## config.mk

```make
export PLATFORM = sky130hd
export DESIGN_NAME = id_ex_stage
export DESIGN_NICKNAME = d
export VERILOG_FILES = /design/src/rtl/id_ex_stage.sv
export SDC_FILE = /design/constraint.sdc
export NUM_CORES = 1
export LEC_CHECK = 0
export CAP_MARGIN = 20
export CORE_AREA = 2 2 255 257
export CTS_CLUSTER_SIZE = 8
export DETAILED_ROUTE_END_ITERATION = 12
export DIE_AREA = 0 0 257 259
export GPL_ROUTABILITY_DRIVEN = 0
export PLACE_DENSITY = 0.55
export SYNTH_ARGS = -nofsm -noshare
export SYNTH_HDL_FRONTEND = slang
export SYNTH_SLANG_ARGS = --single-unit
```

## constraint.sdc

```tcl
create_clock -name clk -period 2.3 [get_ports clk]
set_clock_uncertainty 0.15 [all_clocks]
set_input_delay 0.46 -clock clk [delete_from_list [all_inputs] [get_ports clk]]
set_output_delay 0.46 -clock clk [all_outputs]
set_load 0.05 [all_outputs]
```

## src/rtl/id_ex_stage.sv

```systemverilog
`default_nettype none
// ============================================================================
// id_ex_stage : ID/EX pipeline register with load-use hazard detection,
//               write-back bypass and a saturating load-use bubble counter.
// Revision    : 1.0
// ============================================================================
module id_ex_stage #(
  parameter int XLEN = 64
) (
  input  logic            clk,
  input  logic            resetN,
  input  logic [XLEN-1:0] readData1,
  input  logic [XLEN-1:0] readData2,
  input  logic [4:0]      readReg1,
  input  logic [4:0]      readReg2,
  input  logic [4:0]      rdIn,
  input  logic [XLEN-1:0] immIn,
  input  logic [XLEN-1:0] pcIn,
  input  logic [7:0]      ctrlIn,
  input  logic            validIn,
  input  logic [4:0]      wbWriteReg,
  input  logic [XLEN-1:0] wbWriteData,
  input  logic            wbRegWrite,
  input  logic            flush,
  input  logic            stallExt,
  output logic [XLEN-1:0] readData1Out,
  output logic [XLEN-1:0] readData2Out,
  output logic [XLEN-1:0] immOut,
  output logic [XLEN-1:0] pcOut,
  output logic [4:0]      rs1Out,
  output logic [4:0]      rs2Out,
  output logic [4:0]      rdOut,
  output logic [7:0]      ctrlOut,
  output logic            validOut,
  output logic            stallOut,
  output logic [15:0]     stallCount
);

  localparam logic [15:0] CNT_MAX = 16'hFFFF;

  logic [XLEN-1:0] read_data1_q, read_data1_d;
  logic [XLEN-1:0] read_data2_q, read_data2_d;
  logic [XLEN-1:0] imm_q, imm_d;
  logic [XLEN-1:0] pc_q, pc_d;
  logic [4:0]      rs1_q, rs1_d;
  logic [4:0]      rs2_q, rs2_d;
  logic [4:0]      rd_q, rd_d;
  logic [7:0]      ctrl_q, ctrl_d;
  logic            valid_q, valid_d;
  logic [15:0]     stall_count_q, stall_count_d;
  logic            hazard;

  // x0 always reads zero; otherwise a same-cycle write-back wins over the stale file value.
  function automatic logic [XLEN-1:0] bypass(
    input logic [4:0]      rs,
    input logic [XLEN-1:0] rf_data,
    input logic            wb_en,
    input logic [4:0]      wb_reg,
    input logic [XLEN-1:0] wb_data
  );
    logic [XLEN-1:0] result;
    result = rf_data;
    if (rs == 5'd0) begin
      result = '0;
    end else if (wb_en && (wb_reg == rs) && (wb_reg != 5'd0)) begin
      result = wb_data;
    end
    return result;
  endfunction

  assign hazard = valid_q && ctrl_q[6] && (rd_q != 5'd0) && validIn &&
                  ((rd_q == readReg1) || (rd_q == readReg2));

  assign stallOut = hazard && !flush && !stallExt;

  always_comb begin
    read_data1_d  = read_data1_q;
    read_data2_d  = read_data2_q;
    imm_d         = imm_q;
    pc_d          = pc_q;
    rs1_d         = rs1_q;
    rs2_d         = rs2_q;
    rd_d          = rd_q;
    ctrl_d        = ctrl_q;
    valid_d       = valid_q;
    stall_count_d = stall_count_q;
    if (flush) begin
      valid_d = 1'b0;
      ctrl_d  = '0;
    end else if (stallExt) begin
      // hold: defaults already keep every register
    end else if (hazard) begin
      // The bubble clears validOut, so the next edge cannot re-detect this hazard.
      valid_d = 1'b0;
      ctrl_d  = '0;
      if (stall_count_q != CNT_MAX) begin
        stall_count_d = stall_count_q + 16'd1;
      end
    end else begin
      read_data1_d = bypass(readReg1, readData1, wbRegWrite, wbWriteReg, wbWriteData);
      read_data2_d = bypass(readReg2, readData2, wbRegWrite, wbWriteReg, wbWriteData);
      imm_d        = immIn;
      pc_d         = pcIn;
      rs1_d        = readReg1;
      rs2_d        = readReg2;
      rd_d         = rdIn;
      valid_d      = validIn;
      ctrl_d       = validIn ? ctrlIn : 8'd0;
    end
  end

  always_ff @(posedge clk or negedge resetN) begin
    if (!resetN) begin
      read_data1_q  <= '0;
      read_data2_q  <= '0;
      imm_q         <= '0;
      pc_q          <= '0;
      rs1_q         <= '0;
      rs2_q         <= '0;
      rd_q          <= '0;
      ctrl_q        <= '0;
      valid_q       <= 1'b0;
      stall_count_q <= '0;
    end else begin
      read_data1_q  <= read_data1_d;
      read_data2_q  <= read_data2_d;
      imm_q         <= imm_d;
      pc_q          <= pc_d;
      rs1_q         <= rs1_d;
      rs2_q         <= rs2_d;
      rd_q          <= rd_d;
      ctrl_q        <= ctrl_d;
      valid_q       <= valid_d;
      stall_count_q <= stall_count_d;
    end
  end

  assign readData1Out = read_data1_q;
  assign readData2Out = read_data2_q;
  assign immOut       = imm_q;
  assign pcOut        = pc_q;
  assign rs1Out       = rs1_q;
  assign rs2Out       = rs2_q;
  assign rdOut        = rd_q;
  assign ctrlOut      = ctrl_q;
  assign validOut     = valid_q;
  assign stallCount   = stall_count_q;

endmodule
`default_nettype wire

```

Word-level counts from Yosys, hierarchy flattened:

Index checks and enable logic that the tools add are counted.

* bitwise logic cells: 3
* add/sub/neg operators: 1
* mux-type cells: 11
* reductions and logical operators: 19
* equal/unequal tests: 6

Operators with widths (number)
* $mux W64: 4
* $mux W8: 4
* $eq A5 B5 Y1: 4
* $add A16 B1 Y16 const B: 1
* $ne A16 B16 Y1 const B: 1
* $logic_and A1 B1 Y1: 10
* $logic_not A5 Y1: 2
* $reduce_bool A5 Y1: 2
* $reduce_and A4 Y1: 1
* $mux W1: 3
* $not A1 Y1: 3
* $reduce_and A3 Y1: 1
* $logic_not A1 Y1: 2
* $ne A2 B2 Y1 const B: 1
* $logic_or A1 B1 Y1: 1

* logic and storage cells: 50
* bits in registers: 296

Longest topological paths before layout:

* depth in word-level cells: 7
* gate-level depth with buffers: 9

Least setup slack after synthesis:

OpenSTA, ideal clock, no wires.

* kind: register -> output
* start: register rd_q[4], in the netlist rdOut[4]
* end: output port stallOut
* setup slack: -0.543 ns
* buffers on the path: 2
* cell stages (with the launch flop): 8
* data arrival time: 2.233 ns
* cells stage by stage: dfrtp_1 > xnor2_1 > nand3_1 > nor3_1 > o21ai_2 > buf_6 > buf_2 > nor2_1

* longest elaborated chain between the ends: 6
* elaborated cells between the ends (all ways): 9

RTL lines
* start: declaration: RTL line 47 `logic [4:0] rd_q, rd_d;`
* start signal: assignment: RTL line 131 `rd_q <= rd_d;`
* $reduce_bool A5 Y1: RTL line 71 `assign hazard = valid_q && ctrl_q[6] && (rd_q != 5'd0) && validIn &&`
* $logic_and A1 B1 Y1 (2 in series): RTL line 71
* $logic_and A1 B1 Y1 (*): RTL line 71
* $logic_and A1 B1 Y1 (*) (2 in series): RTL line 74 `assign stallOut = hazard && !flush && !stallExt;`
* end: declaration: RTL line 35 `output logic stallOut,`

Every way passes the cells marked *; elsewhere a longest branch is shown, timed or not.

Final worst setup path:

* start: input port readReg1[0]
* end: output port stallOut

* longest elaborated chain between the ends: 5

RTL lines
* start: declaration: RTL line 14 `input logic [4:0] readReg1,`
* $eq A5 B5 Y1: RTL line 72 `((rd_q == readReg1) || (rd_q == readReg2));`
* $logic_or A1 B1 Y1: RTL line 72
* $logic_and A1 B1 Y1: RTL line 71
* $logic_and A1 B1 Y1 (2 in series): RTL line 74

Every way passes these cells.

==> metrics.md <==
| Metric | Value |
|---|---|
| Dpl ws | `-0.777 ns` |
| Routed WL per cell | `~22 um` |
| Number of synthesized flops with an enable pin | `0` |
| Max Freq | `383 MHz` |
| Total Routing Usage GR | `14.8%` |
| Min-delay worst type | `in2reg` |
| Num ports | `651` |
| Hold_ws | `0.161 ns` |
| Longest Clk Path Bufs | `3` |
| Commonest non-fill, non-tap cells in the layout | `340 x clkdlybuf4s50_1, 291 x dfrtp_1, 273 x dlygate4sd2_1, 125 x mux2i_1, 108 x mux2_4` |
| Pwr dens | `761 nW/um^2` |
| Largest net degree at the start of global routing | `70` |
| Syn avg cell area | `14.6 um^2` |
| Reg-to-reg critical path startpoint | `rdOut[0]$_DFFE_PN0P_` |
| Post-synth ARST share | `100%` |
| Tmin final | `between 2 and 3 ns` |
| Grt total ovfl | `0` |
| Main flop type after synthesis | `dfrtp_1` |
| Setup WS post-layout | `-0.314 ns` |
| Slowest cell on crit path | `clkdlybuf4s50_1` |
| R2R depth | `10` |
| Critical Path End Type | `output pin` |
| Via count | `10700` |
| Core Rows | `93` |
| Syn nets | `1219` |
| Crit path cell chain | `clkdlybuf4s50_1 > xnor2_2 > nand3_2 > nor3_4 > o21ai_4 > buf_12 > nor2_4 > buf_8` |
| Post-synthesis cell count | `864` |
| WP data arrival | `2.00 ns` |
| Yosys reg bits | `296` |
| Number of global-route vias before repair | `11600` |
| Hold Path Sink | `rs1Out[2]$_DFFE_PN0P_` |
| Drt first pass iters | `4` |
| Most common cell after layout, fill and taps aside | `clkdlybuf4s50_1` |
| Failing checks | `setup timing` |
| Clk sinks | `approximately 300` |
| DIE WIDTH | `257 um` |
| Synth area leaders | `dfrtp_1 59%, mux2i_1 10%, o2bb2ai_1 8.9%` |
| Core Region | `63900 um^2` |
| Drt drc | `0` |
| Tcrit/Tclk final | `114%` |
| Max Slew Vio Count | `0` |
| Area grow syn2layout | `85.9%` |
| Worst VDD drop | `roughly 0.00055 V` |
| Max incr delay on CP | `about 0.48 ns` |
| DRT iter0 DRCs | `417` |
| Post-DRT Antenna Nets | `0` |
| Initial antenna violation count | `1` |
| Initial core utilization | `between 10% and 20%` |
| Reg2Reg Setup Slack | `-0.05 ns` |
| Cell taking the most area after synthesis | `dfrtp_1` |
| Root Driver | `clkbuf_16` |
| Run status | `complete, but fails checks` |
| CTS H-tree lvls | `2` |
| Skew-Pair Late Insertion Delay | `~0.54 ns` |
| Final HPWL DP | `38400 um` |
| PortBufs | `650` |
| Max Cap Violations | `0` |
| Crit Path Category | `in2out` |
| Final Hold Viols | `0` |
| Mapped cell area | `12600 um^2` |
| CTS tree | `yes` |
| Top cell type's share of synthesized area | `58.8%` |
| Clk pin slew, worst setup/hold paths | `about 0.050 ns` |
| Min-Delay Path Depth | `2` |
| NumNets Final | `1998` |
| Post-synthesis sequential area ratio | `58.8%` |
| RSZ-0062 raised after global routing | `yes` |
| YS warnings | `0` |
| Synth cell types | `40` |
| Rel. slew slack | `61.8%` |
| Leak | `10.4 nW` |
| Hold_sp | `readReg1[2]` |
| Via density | `between 4 and 5` |
| Number of CTS-inserted buffers | `between 40 and 50` |
| Reg2reg end | `pcOut[47]$_DFFE_PN0P_` |
| CP required | `~1.7 ns` |
| Share of cells above drive strength 1 | `26.7%` |
| Post-Route WL | `55200 um` |
| Startpoint Class | `input pin` |
| Setup violations, final | `60` |
| Full die area | `66600 um^2` |
| Worst-margin pin slew | `0.575 ns` |
| CP Max Fanout | `7` |
| Vert. Die Dim | `259 um` |
| First-pass GRT wire length | `75400 um` |
per-stage QoR:
step	total power (W)	cells	TNS [ns]	cell area (um^2)	utilization, %
6_report	0.0178	2503	-1.24	23400	36.6
3_3_place_gp	0.0123	2410	-163.11	20800	32.6
2_1_floorplan	0.00958	864	0	12600	-
3_5_place_dp	0.0123	2410	-170.26	20800	32.6
4_1_cts	0.0176	2467	-0.427	21800	34.1
5_1_grt	0.0185	2503	-15.74	23400	36.6
logic make-up (layout without fill, tap and decap cells):
family                     after synthesis  after routing  synth area share [%]
xor gates and xnor gates                35             35                  2.44
AOI/OAI and AO/OA                      142            142                  9.95
adders and majority gates                1              1                0.0994
DFF                                    296            296                  58.8
buffers and inverters                   61            841                  2.68
and+or+nand+nor                         57             60                  2.92
other                                    0              1                     0
muxes                                  272            272                  23.1
layout make-up:
type                            instances  area [um^2]
Clock buffer                           45         1060
Timing Repair Buffer                  792         8040
Tap cell                              855         1070
Fill cell                            6202        40500
Clock inverter                          3         33.8
Sequential cell                       296         7410
Multi-Input combinational cell        510         5780
Antenna cell                            1         2.50
Inverter                                1         3.75
how the worst max path moves through the flow:
stage                               startpoint                            to  slack [ns]  cells past startpoint
after floorplan           rdOut[4]$_DFFE_PN0P_                      stallOut        0.02                      7
after global placement           wbWriteReg[1]   readData2Out[6]$_DFFE_PN0P_       -0.75                      9
after detailed placement         wbWriteReg[1]  readData2Out[30]$_DFFE_PN0P_       -0.78                      9
after CTS                 rdOut[0]$_DFFE_PN0P_                      stallOut       -0.37                      8
after global routing      rdOut[0]$_DFFE_PN0P_                      stallOut       -0.45                      8
final                              readReg1[0]                      stallOut       -0.31                      8
per-layer routing:
metal,wire length (um),part of all wire [%],global-route usage (%),up-vias
li1,-,-,-,4813
met1,21600,39,16.9,5323
met2,28000,51,26.4,478
met3,4150,7.5,4.80,70
met4,1470,2.7,4.41,0
met5,0,0,0,-
state kept, by name, indices dropped and copies added (netlist names), 8 cells and up:
register,count
ctrlOut,8
pcOut,64
immOut,64
readData1Out,64
readData2Out,64
stallCount,16
critical path, delay by kind of cell:
family,cells,cell delay [ns]
compound gates,1,0.10
buf+inv,3,0.78
simple gates,3,0.39
xor+xnor,1,0.26
timing repair:
action,CTS,global route
hold buffers,1,0
endpoints found under the hold margin,26,0
setup endpoints to repair,424,265
pin swaps,8,6
buffers inserted,4,7
gates cloned,4,28
resized for setup,295,217
report_power, final:
group | switching, W | leakage, nW | internal, W
Sequential | 0.000440 | 3.61 | 0.00590
Clock | 0.00228 | 0.537 | 0.00323
Combinational | 0.00371 | 6.23 | 0.00224
Total | 0.00643 | 10.4 | 0.0114
synth_stat cells, types with 2 or more instances:
library cell,n
clkbuf_1,13
mux2_1,50
or4_1,3
nor4_2,2
and3_1,3
buf_4,10
nor2b_1,2
and4_1,2
mux2_2,94
o211ai_2,2
buf_6,4
nand2_1,3
nor4b_1,2
nor3_1,10
buf_2,33
dfrtp_1,296
xor2_1,22
a32o_1,8
nand3_1,13
o2bb2ai_1,128
mux2i_1,128
nor2_1,4
nor4_1,3
xnor2_1,13
Power figures use the tool's default switching activity.
